File: config.mk
export PLATFORM = sky130hd
export DESIGN_NAME = alu_issue
export DESIGN_NICKNAME = d
export VERILOG_FILES = /design/src/rtl/alu_issue_pkg.sv /design/src/rtl/alu_issue.sv
export SDC_FILE = /design/constraint.sdc
export NUM_CORES = 1
export LEC_CHECK = 0
export BUFFER_PORTS_ARGS = -buffer_cell sky130_fd_sc_hd__buf_2
export CELL_PAD_IN_SITES_DETAIL_PLACEMENT = 1
export CELL_PAD_IN_SITES_GLOBAL_PLACEMENT = 1
export CORE_UTILIZATION = 38
export CTS_CLUSTER_DIAMETER = 80
export DETAILED_ROUTE_END_ITERATION = 16
export PLACE_DENSITY = 0.74
export SYNTH_ARGS = -nofsm -noshare
export SYNTH_HDL_FRONTEND = slang
export SYNTH_SLANG_ARGS = --single-unit
File: constraint.sdc
create_clock -name clk -period 5.36 [get_ports clk]
set_clock_uncertainty 0.2 [all_clocks]
set_input_delay 1.072 -clock clk [delete_from_list [all_inputs] [get_ports clk]]
set_output_delay 1.072 -clock clk [all_outputs]
set_load 0.03 [all_outputs]
File: src/rtl/alu_issue_pkg.sv
// Shared types for the ALU operand issue stage and its arithmetic unit.
// Latency: n/a (type definitions only).
// Backpressure: n/a.
package alu_issue_pkg;

    // Datapath word carried on operand buses.
    typedef logic [31:0] bus_t;

    // Arithmetic unit operation select; all-zero encoding is ADD.
    typedef enum logic [2:0] {
        OP_ADD = 3'd0,
        OP_SUB = 3'd1,
        OP_AND = 3'd2,
        OP_OR  = 3'd3,
        OP_XOR = 3'd4,
        OP_SLT = 3'd5,
        OP_SLL = 3'd6,
        OP_SRL = 3'd7
    } ula_oper_t;

endpackage

File: src/rtl/alu_issue.sv
// Operand issue stage: selects operand B, forwards writeback data, 2-entry in-order skid buffer.
// Latency: an operation pushed at edge N is presented (out_valid 1) after edge N.
// Backpressure: in_ready = count != 2 (registered only); a pop at full frees a slot the next cycle.
//
// Ports:
//   clk, rst            clock, asynchronous active-high reset
//   flush               synchronous discard of all buffered entries (wins over push/pop)
//   in_valid/in_ready   decode handshake; in_oper, in_rs_a/b, in_a/b, in_use_imm, in_imm payload
//   fwd_valid/rd/data   writeback bus used for capture and hold forwarding
//   out_valid/out_ready arithmetic-unit handshake; out_a, out_b, out_oper head-entry payload
module alu_issue
    import alu_issue_pkg::*;
#(
    parameter int REG_W = 5
) (
    input  logic             clk,
    input  logic             rst,
    input  logic             flush,
    input  logic             in_valid,
    output logic             in_ready,
    input  ula_oper_t        in_oper,
    input  logic [REG_W-1:0] in_rs_a,
    input  logic [REG_W-1:0] in_rs_b,
    input  bus_t             in_a,
    input  bus_t             in_b,
    input  logic             in_use_imm,
    input  bus_t             in_imm,
    input  logic             fwd_valid,
    input  logic [REG_W-1:0] fwd_rd,
    input  bus_t             fwd_data,
    output logic             out_valid,
    input  logic             out_ready,
    output bus_t             out_a,
    output bus_t             out_b,
    output ula_oper_t        out_oper
);

    // Two-slot storage, addressed by head pointer plus occupancy count.
    ula_oper_t        ent_oper    [2];
    bus_t             ent_a       [2];
    bus_t             ent_b       [2];
    logic [REG_W-1:0] ent_rs_a    [2];
    logic [REG_W-1:0] ent_rs_b    [2];
    logic             ent_use_imm [2];

    logic       head;
    logic [1:0] count;

    logic push;
    logic pop;
    logic wr_idx;
    logic fwd_live;
    bus_t cap_a;
    bus_t cap_b;

    logic [1:0] ent_vld;
    logic [1:0] held;
    logic [1:0] hit_a;
    logic [1:0] hit_b;

    assign in_ready  = (count != 2'd2);
    assign out_valid = (count != 2'd0);

    assign push = in_valid && in_ready;
    assign pop  = out_valid && out_ready;

    // (head + count) mod 2; only evaluated as a write target when count < 2.
    assign wr_idx = head ^ count[0];

    // Register 0 is hardwired and never a forwarding source.
    assign fwd_live = fwd_valid && (fwd_rd != '0);

    // Capture-time operand resolution for the incoming operation.
    always_comb begin
        cap_a = in_a;
        if (fwd_live && (fwd_rd == in_rs_a)) begin
            cap_a = fwd_data;
        end
        cap_b = in_b;
        if (in_use_imm) begin
            cap_b = in_imm;
        end else if (fwd_live && (fwd_rd == in_rs_b)) begin
            cap_b = fwd_data;
        end
    end

    // Hold forwarding applies to valid entries that stay in the buffer this cycle;
    // a popped entry leaves with its pre-edge operands.
    always_comb begin
        ent_vld = 2'b00;
        held    = 2'b00;
        hit_a   = 2'b00;
        hit_b   = 2'b00;
        for (int i = 0; i < 2; i++) begin
            ent_vld[i] = (count == 2'd2) || ((count == 2'd1) && (head == 1'(i)));
            held[i]    = ent_vld[i] && !(pop && (head == 1'(i)));
            hit_a[i]   = fwd_live && (fwd_rd == ent_rs_a[i]);
            hit_b[i]   = fwd_live && !ent_use_imm[i] && (fwd_rd == ent_rs_b[i]);
        end
    end

    always_ff @(posedge clk or posedge rst) begin
        if (rst) begin
            head  <= 1'b0;
            count <= 2'd0;
            for (int i = 0; i < 2; i++) begin
                ent_oper[i]    <= OP_ADD;
                ent_a[i]       <= '0;
                ent_b[i]       <= '0;
                ent_rs_a[i]    <= '0;
                ent_rs_b[i]    <= '0;
                ent_use_imm[i] <= 1'b0;
            end
        end else if (flush) begin
            // Payloads are left as they are; only occupancy is discarded.
            head  <= 1'b0;
            count <= 2'd0;
        end else begin
            // The push slot is never a held slot, so these writes never collide.
            for (int i = 0; i < 2; i++) begin
                if (held[i] && hit_a[i]) begin
                    ent_a[i] <= fwd_data;
                end
                if (held[i] && hit_b[i]) begin
                    ent_b[i] <= fwd_data;
                end
            end
            if (push) begin
                ent_oper[wr_idx]    <= in_oper;
                ent_a[wr_idx]       <= cap_a;
                ent_b[wr_idx]       <= cap_b;
                ent_rs_a[wr_idx]    <= in_rs_a;
                ent_rs_b[wr_idx]    <= in_rs_b;
                ent_use_imm[wr_idx] <= in_use_imm;
            end
            if (pop) begin
                head <= ~head;
            end
            case ({push, pop})
                2'b10:   count <= count + 2'd1;
                2'b01:   count <= count - 2'd1;
                default: count <= count;
            endcase
        end
    end

    // Head entry drives the arithmetic unit directly from registers.
    assign out_a    = ent_a[head];
    assign out_b    = ent_b[head];
    assign out_oper = ent_oper[head];

endmodule
==> metrics.log, run 1 <==
INFO  metric max_freq = around 270 MHz
INFO  metric area_delta_synth_final = 20.6%
INFO  metric route.top_layer_used = met5
INFO  metric grt_start_max_net_pins = 124
INFO  metric worstSetupStartpointType = primary input
INFO  metric initialDrtViolationCount = 600
INFO  metric synth.most_common_cell = dfrtp_1
INFO  metric cap_viol_max_count = 0
INFO  metric post-synth-top-area-fraction = 43.6%
INFO  metric routed-via-count = about 8500
INFO  metric cts_max_path_buffers = 2
INFO  metric fin_tns_setup = 0 ns
INFO  metric synth.net_count = 1047
INFO  metric run_status = complete, no violations
INFO  metric timing.critical_path.fanout_max = 19
INFO  metric hold-worst-slack = around 0.28 ns
INFO  metric fp.dieArea = around 25000 um^2
INFO  metric vias_per_cell = slightly above 6
INFO  metric post_drt_wl_per_cell = approximately 25 um
INFO  metric clk_pin_slew_worst_paths = roughly 0.06 ns
INFO  metric via_count_of_the_first_global_routing_pass = 8733
INFO  metric tritoncts = built
INFO  metric min-delay-path-class = reg2reg
INFO  metric post-place-ws = between 1 and 1.5 ns
INFO  metric cts_buffers = 17
INFO  metric initial_core_util = about two fifths
INFO  metric yosysUniqueCellTypes = between 50 and 60
INFO  metric timing.final.crit_period = 3.70 ns
INFO  metric ir_worst_vdd = ~0.24 mV
INFO  metric number_of_buffers_inserted_by_port_buffering = 221
INFO  metric die_width = around 160 um
INFO  metric cts.hold.buffers_added = 0
INFO  metric ys_ff_latch = about 160
INFO  metric routed_wl = around 35 mm
INFO  metric worst_setup_path_class = in2reg
INFO  metric setup_viol = 0
INFO  metric slew_headroom = about 30%
INFO  metric fraction_of_final_layout_cells_with_drive_strength_greater_than_1 = 32.9%
INFO  metric global_route.overflow_total = 0
INFO  metric synth.largest_area_cell = dfrtp_1
INFO  metric route.detailed.drc = 0
INFO  metric gr-usage-all-layers = 28.7%
INFO  metric finish.net_count = 1211
INFO  metric wl_met2 = 16.6 mm
INFO  metric finalCritPeriodShare = between 60% and 70%
INFO  metric final_design_area_no_fill = ~11000 um^2
INFO  metric netlist_top_cells_area = dfrtp_1 44%, mux2_2 8.3%, a221o_1 7.5%, and3_1 4.2%, nand2_1 3.4%
INFO  metric tritoncts_num_sinks = around 160
INFO  metric ant_nets = 0
INFO  metric drt_first_pass_iters = 5
INFO  metric clock_latency = between 0.4 and 0.5 ns
INFO  metric number_of_flops_mapped_to_enable_cells_by_yosys = 0
INFO  metric postSynth.topFlopCell = dfrtp_1
INFO  metric synth_sequential_area_ratio = 43.6%
INFO  metric synth_common_cells = 159 x dfrtp_1, 82 x nand2_1, 68 x a221o_1, 67 x mux2_2
INFO  metric max_slew.worst_pin.slew = 1.05 ns
INFO  metric power-per-cell-area = between 600 and 700 nW/um^2
INFO  metric static-leakage-power = between 5 and 6 nW
INFO  metric synthesis.instances = between 800 and 900
INFO  metric syn_area_per_cell = 10.2 um^2
INFO  metric met1_length = ~15 mm
INFO  metric worst-endpoint-required = roughly 5.5 ns
INFO  metric finalHoldViolCount = 0
INFO  metric post-route-worst-setup-slack = 1.66 ns
INFO  metric first_pass_grt_wire_length = ~53 mm
INFO  metric arrival = 3.80 ns
INFO  metric n_antenna_cell = 0
INFO  metric die_height = 157 um
INFO  metric cts_root_buf = clkbuf_16
INFO  metric number_of_cell_rows = between 50 and 60
INFO  metric asyncSetResetFlopFracSynth = 100%
INFO  metric synth_area = 9120 um^2
INFO  metric ios = between 200 and 250
INFO  metric antenna_violations_before_repair = 1
INFO  metric cts_post_setup_buffers_inserted = 0
INFO  metric cts-htree-levels = 4
INFO  metric endpoint_class_of_the_critical_path = flop
INFO  metric post_dp_cell_area = roughly 10000 um^2
INFO  metric ctsResizeCount = 0
INFO  metric power.total = approximately 6.6 mW
INFO  metric rsz0062_at_grt = false
INFO  metric coreArea = between 20000 and 25000 um^2
INFO  metric wl_met3 = 1.91 mm
INFO  metric place_hpwl = between 20 and 25 mm
INFO  metric synth-warning-count = 0
INFO  metric gp_congestion = approximately 0.76
INFO  metric final_max_slew_viol_count = 0
[sequential cells by signal, indices dropped and copies added (netlist names)]
signal	flops
ent_a	64
count	2
ent_rs_b	10
ent_use_imm	2
ent_rs_a	10
head	1
ent_b	64
ent_oper	6
[metal layers]
metal / up-vias / track usage (%)
met1: 4382 / 39.1
met4: 2 / 8.96
met5: - / 0
met3: 47 / 3.74
li1: 3725 / -
met2: 330 / 47.1
[cells in the final DEF (no fill, tap or decap), drive strengths merged, types with 4 or more instances in the layout]
cell and n:
buf 237, dfrtp 159, nand2 82, a221o 68, mux2 67, and3 61, inv 44, a22o 31
o31ai 29, a41oi 29, a2bb2oi 29, a21o 29, a21oi 27, o32ai 23, xnor2 22, nor2 22
clkbuf 18, xor2 12, nand3 9, nand4 7, o21ai 7, clkinv 7, nand2b 6, o211ai 4
nor3 4
[logic make-up after synthesis]
group	Yosys count	synth area share (%)
xor gates and xnor gates	34	3.27
adders and majority gates	3	0.412
DFF	159	43.6
AOI/OAI and AO/OA	290	26.6
and+or+nand+nor	202	11.1
buffers and inverters	135	6.57
muxes	68	8.38
[power by group]
group	switching, mW	internal [mW]	total, mW
Combinational	1.97	1.34	3.30
Sequential	0.323	1.76	2.09
Clock	0.519	0.734	1.25
Total	2.81	3.83	6.64
[stage by stage]
| step | cells | util (%) |
|---|---|---|
| global placement | 1355 | 44.3 |
| global route | 1386 | 46.8 |
| CTS | 1386 | 46.8 |
| floorplan | 891 | - |
| finish | 1386 | 46.8 |
| detailed placement | 1355 | 44.3 |
[area by class of cell]
cell class / instances / area [um^2]
tap: 319 / 399
timing repair buffer: 237 / 1240
inverter: 43 / 165
clock inverter: 13 / 165
clock buffer: 18 / 429
fill: 2710 / 12500
sequential: 159 / 3980
multi-input combinational: 597 / 4610
[worst max-delay path: stages]
cell	delay (ns)
buf_2	0.17
or4_4	0.59
o21ai_4	0.59
nor4_1	0.22
and2_1	0.43
buf_4	0.33
a221o_1	0.37
[final timing paths]
check	from	endpoint	slack, ns	depth (start not counted)
worst max-delay path	fwd_rd[1]	ent_b[63]	1.66	7
worst min-delay path	ent_oper[3]	ent_oper[3]	0.28	2
worst max register to register	head	ent_b[63]	2.02	5
worst min register to register	ent_oper[3]	ent_oper[3]	0.28	2
max in group asynchronous	rst	head	3.18	3
min in group asynchronous	rst	ent_b[35]	0.62	2
(Power assumes the default switching activity.)
==> run 2, diff against run 1 <==
==> constraint.sdc (replaced) <==
create_clock -name clk -period 3.1 [get_ports clk]
set_clock_uncertainty 0.2 [all_clocks]
set_input_delay 0.62 -clock clk [delete_from_list [all_inputs] [get_ports clk]]
set_output_delay 0.62 -clock clk [all_outputs]
set_load 0.03 [all_outputs]
==> run 2 against run 1 <==
Global-route usage is 0.87 points higher; core utilization grew 1.8 points; final cell count rose by 3.2%; via count rose by 3.0%; non-clock buffer count rose by 42; register-to-register slack worse by 1.9 ns; clock-buffer cell count is 2 higher; die area did not move; wire length rose by 2.7%; flip-flop and latch count stayed put; clock power is 78% higher; critical endpoint is now out_a[29]; largest power group unchanged.
==> metrics.log, run 2 (same netlist as run 1, synthesis figures left out) <==
INFO  metric place_hpwl = 23.8 mm
INFO  metric number_of_buffers_inserted_by_port_buffering = 221
INFO  metric global_route.overflow_total = 0
INFO  metric timing.critical_path.fanout_max = 50
INFO  metric ctsResizeCount = 0
INFO  metric run_status = complete, no violations
INFO  metric initial_core_util = between 30 and 40%
INFO  metric route.detailed.drc = 0
INFO  metric antenna_violations_before_repair = 1
INFO  metric setup_viol = 0
INFO  metric die_height = around 160 um
INFO  metric final_max_slew_viol_count = 0
INFO  metric fin_tns_setup = 0 ns
INFO  metric cts_buffers = 17
INFO  metric via_count_of_the_first_global_routing_pass = roughly 9100
INFO  metric post_drt_wl_per_cell = approximately 25 um
INFO  metric routed_wl = 35.5 mm
INFO  metric critical_path.reg2reg.startpoint = count[0]
INFO  metric critical_path.slowest_cell = buf_4
INFO  metric finalHoldViolCount = 0
INFO  metric cap_viol_max_count = 0
INFO  metric cp.buffers_inverters = 2
INFO  metric max_freq = 335 MHz
INFO  metric ios = about 220
INFO  metric fraction_of_final_layout_cells_with_drive_strength_greater_than_1 = between 30 and 40%
INFO  metric finish.net_count = between 1000 and 1500
INFO  metric layout.filler_cells = around 2700
INFO  metric critPathLaunch = head
INFO  metric cts_max_path_buffers = 2
INFO  metric power-per-cell-area = ~1000 nW/um^2
INFO  metric final_design_area_no_fill = 11400 um^2
INFO  metric multiInputGateArea = approximately 4600 um^2
INFO  metric max_slew.worst_pin.slew = 1.01 ns
INFO  metric initialDrtViolationCount = 778
INFO  metric die_width = 157 um
INFO  metric static-leakage-power = approximately 5.6 nW
INFO  metric area_delta_synth_final = 25.1%
INFO  metric tritoncts_num_sinks = ~160
INFO  metric clock_latency = 0.44 ns
INFO  metric timing.final.crit_period = approximately 3 ns
INFO  metric most-common-layout-cells = 221 x buf_2, 158 x dfrtp_1, 81 x nand2_1
INFO  metric min-delay-path-class = in2async
INFO  metric timing.critical_path.cells = buf_4 -> mux2_2 -> buf_2
INFO  metric clk_pin_slew_worst_paths = about 0.060 ns
INFO  metric ant_nets = 0
INFO  metric cpLargestDelayFamily = buffers and inverters
INFO  metric finalCritPeriodShare = between 90 and 100%
INFO  metric endpoint_class_of_the_critical_path = primary output
INFO  metric worstSetupStartpointType = flop
INFO  metric worst_setup_path_class = reg2out
INFO  metric final_common_cell = buf_2
INFO  metric arrival = between 2 and 2.5 ns
INFO  metric routed-via-count = between 8000 and 9000
INFO  metric drt_first_pass_iters = 5
INFO  metric tritoncts = built
INFO  metric gp_congestion = between 0.8 and 0.9
INFO  metric worst-endpoint-required = about 2.3 ns
INFO  metric slew_headroom = between 30% and 40%
INFO  metric biggestRegsByFlops = ent_a: 64 flops, ent_b: 64 flops
INFO  metric ir_worst_vdd = 0.466 mV
INFO  metric vias_per_cell = a little over 6
INFO  metric gr-usage-all-layers = between 20% and 30%
INFO  metric rsz0062_at_grt = false
INFO  metric cts-htree-levels = 4
INFO  metric number_of_cell_rows = 56
INFO  metric cts_root_buf = clkbuf_16
INFO  metric fp.dieArea = between 20000 and 25000 um^2
INFO  metric sequential_cell_area = roughly 4000 um^2
INFO  metric first_pass_grt_wire_length = about 54 mm
INFO  metric max_stage_delay = between 0.5 and 0.6 ns
INFO  metric coreArea = 23500 um^2
INFO  metric post_dp_cell_area = ~11000 um^2
INFO  metric grt_start_max_net_pins = between 60 and 70
-- run 2: cell count changes in the layout (fill, tap and decap cells not counted), sizes merged --
cell      change
clkinv        -2
buf          +42
inv           -1
clkinvlp      +2
clkbuf        +2
diode         +1
-- run 2: per-layer routing --
layer	vias to the layer above	wire, um	track usage [%]
met3	57	1970	5.12
li1	3805	-	-
met2	359	17100	48.7
met1	4518	15600	39.7
met5	-	0	0
met4	0	755	8.36
-- run 2: what timing repair did --
action	in CTS	in global routing
buffers inserted	3	0
endpoints found under the setup margin	13	0
hold buffers	0	0
-- run 2: metrics by stage --
stage / util, % / std cells / hold WS (ns) / total power, mW / setup slack (ns)
final: 48.6 / 1430 / 0.180 / 11.7 / 0.117
after global routing: 48.6 / 1430 / 0.224 / 12.3 / 0.0289
after CTS: 48.6 / 1429 / 0.184 / 11.7 / 0.118
after detailed placement: 45.9 / 1394 / 0.257 / 9.37 / -0.0503
after global placement: 45.9 / 1394 / 0.255 / 9.21 / -0.0220
after floorplan: - / 891 / 0.240 / 7.60 / 0.265
-- run 2: layout make-up --
class	instances	area share [%]
clock buffer	20	4.00
clock inverter	12	1.40
sequential	159	34.9
multi-input combinational	597	40.4
timing repair buffer	279	14.3
inverter	43	1.45
tap	319	3.50
antenna	1	0.0219
-- run 2: power breakdown --
group          internal (mW)  switching [mW]
sequential              3.05           0.552
combinational           2.40            3.44
clock                   1.32           0.915
-- run 2: worst paths after layout --
kind	cells after the start	endpoint	slack, ns
worst max-delay path	3	out_a[29]	0.12
worst min-delay path	2	ent_b[33]	0.18
worst max register to register	7	ent_a[1]	0.16
worst min register to register	2	ent_oper[2]	0.27
max in group asynchronous	3	head	1.78
min in group clk	3	ent_oper[0]	0.20
==> run 3, diff against run 2 <==
--- a/config.mk
+++ b/config.mk
@@ -11,7 +11,7 @@
 export CORE_UTILIZATION = 38
 export CTS_CLUSTER_DIAMETER = 80
 export DETAILED_ROUTE_END_ITERATION = 16
-export PLACE_DENSITY = 0.74
+export PLACE_DENSITY = 0.79
 export SYNTH_ARGS = -nofsm -noshare
 export SYNTH_HDL_FRONTEND = slang
 export SYNTH_SLANG_ARGS = --single-unit
==> run 3 against run 2 <==
Critical path depth unchanged; global-route usage up 0.34 points; clock-buffer cell count is 2 lower; first-iteration DRC count fell by 14%; register-to-register slack better by 0.07 ns.
==> metrics.log, run 3 (same netlist as run 1, synthesis figures left out) <==
INFO  metric run_status = complete, no violations
INFO  metric cp.buffers_inverters = 2
INFO  metric placed_cells = 1395
INFO  metric globalRouteMet2Util = between 40 and 50%
INFO  metric number_of_buffers_inserted_by_port_buffering = 221
INFO  metric global_route.overflow_total = 0
INFO  metric worstSetupStartpointType = flop
INFO  metric die_height = about 160 um
INFO  metric coreArea = roughly 23000 um^2
INFO  metric static-leakage-power = roughly 5.6 nW
INFO  metric timing.critical_path.fanout_max = 56
INFO  metric post_drt_wl_per_cell = approximately 25 um
INFO  metric max_slew.worst_pin.slew = roughly 1.1 ns
INFO  metric final_common_cell = buf_2
INFO  metric ir_worst_vdd = between 0.3 and 0.4 mV
INFO  metric tritoncts_num_sinks = 159
INFO  metric power-per-cell-area = between 1000 and 1500 nW/um^2
INFO  metric cts-htree-levels = 4
INFO  metric clk_pin_slew_worst_paths = approximately 0.07 ns
INFO  metric gp_congestion = between 0.8 and 0.9
INFO  metric setup_viol = 0
INFO  metric cap_viol_max_count = 0
INFO  metric finalCoreUtilization = 48.7%
INFO  metric finalCritPeriodShare = 93.0%
INFO  metric clock_latency = 0.43 ns
INFO  metric max_freq = about 350 MHz
INFO  metric final_max_slew_viol_count = 0
INFO  metric worst-endpoint-required = 2.28 ns
INFO  metric final_cells = approximately 1400
INFO  metric cts_max_path_buffers = 2
INFO  metric ctsResizeCount = 0
INFO  metric ios = 222
INFO  metric cts_root_buf = clkbuf_16
INFO  metric cts_buffers = 17
INFO  metric timing.final.crit_period = between 2 and 3 ns
INFO  metric vias_per_cell = between 6 and 7
INFO  metric critical_path.slowest_cell = dfrtp_4
INFO  metric place_hpwl = around 24 mm
INFO  metric ant_nets = 0
INFO  metric use_met3 = between 5 and 6%
INFO  metric arrival = ~2 ns
INFO  metric via_count_of_the_first_global_routing_pass = 9366
INFO  metric slew_headroom = a little over a quarter
INFO  metric area_delta_synth_final = 25.3%
INFO  metric most-common-layout-cells = 221 x buf_2, 158 x dfrtp_1, 81 x nand2_1
INFO  metric first_pass_grt_wire_length = about 55 mm
INFO  metric tritoncts = built
INFO  metric finish.net_count = between 1000 and 1500
INFO  metric worst_setup_path_class = reg2out
INFO  metric initial_core_util = roughly two fifths
INFO  metric finalHoldViolCount = 0
INFO  metric grt_start_max_net_pins = 57
INFO  metric number_of_cell_rows = between 50 and 60
INFO  metric gr-usage-all-layers = between 20% and 30%
INFO  metric fin_tns_setup = 0 ns
INFO  metric biggestRegsByFlops = ent_a: 64 flops, ent_b: 64 flops
INFO  metric rsz0062_at_grt = false
INFO  metric antenna_violations_before_repair = 5
INFO  metric initialDrtViolationCount = approximately 670
INFO  metric cpLargestDelayFamily = flip-flops
INFO  metric routed_wl = 35.9 mm
INFO  metric cts_post_setup_buffers_inserted = 0
INFO  metric min-delay-path-class = in2async
INFO  metric die_width = 157 um
INFO  metric drt_first_pass_iters = 5
INFO  metric fp.dieArea = around 25000 um^2
INFO  metric fraction_of_final_layout_cells_with_drive_strength_greater_than_1 = between 30% and 40%
INFO  metric globalRouteMet1Util = 38.5%
INFO  metric route.detailed.drc = 0
INFO  metric max_stage_delay = roughly 0.61 ns
INFO  metric gr_peak_layer = met2
INFO  metric timing.critical_path.cells = buf_12 -> mux2_2 -> buf_2
INFO  metric timing.reg2reg.setup_slack = approximately 0.23 ns
INFO  metric cts.hold.buffers_added = 0
INFO  metric routed-via-count = 8882
INFO  metric endpoint_class_of_the_critical_path = primary output
run 3: power breakdown:
part	internal [mW]	switching, mW	total, mW
logic	2.39	3.42	5.82
clock network	1.31	0.941	2.25
registers	3.05	0.593	3.64
run 3: final timing paths:
check                       startpoint           to  cells after the start
setup / recovery                  head    out_b[22]                      3
hold / removal                     rst     ent_a[4]                      2
setup reg to reg              count[0]    ent_b[51]                      8
hold reg to reg            ent_oper[0]  ent_oper[0]                      2
max in group asynchronous          rst    ent_b[60]                      3
min in group clk            in_oper[1]  ent_oper[1]                      3
run 3: per-layer routing:
metal | vias up | share of wire, %
li1 | 3819 | -
met4 | 4 | 3.2
met1 | 4555 | 42
met2 | 431 | 48
met5 | - | 0.075
met3 | 73 | 6.8
run 3: area by class of cell:
type	count	area, um^2
well taps	319	399
fillers	2667	12000
diodes	3	7.51
flip-flops and latches	159	3980
repair buffers	277	1630
multi-input cells	597	4630
clock inverters	14	181
clock buffers	18	439
inverters	43	165
run 3: metrics by stage:
stage               total power [mW]  hold slack [ns]  setup WS [ns]  instance area [um^2]
global placement                9.15            0.254          0.198                 10800
detailed placement              9.38            0.261          0.126                 10800
finish                          11.7            0.131          0.218                 11400
CTS                             11.7            0.154          0.132                 11400
global route                    12.3            0.175          0.103                 11400
floorplan                       7.60            0.240          0.265                  9120
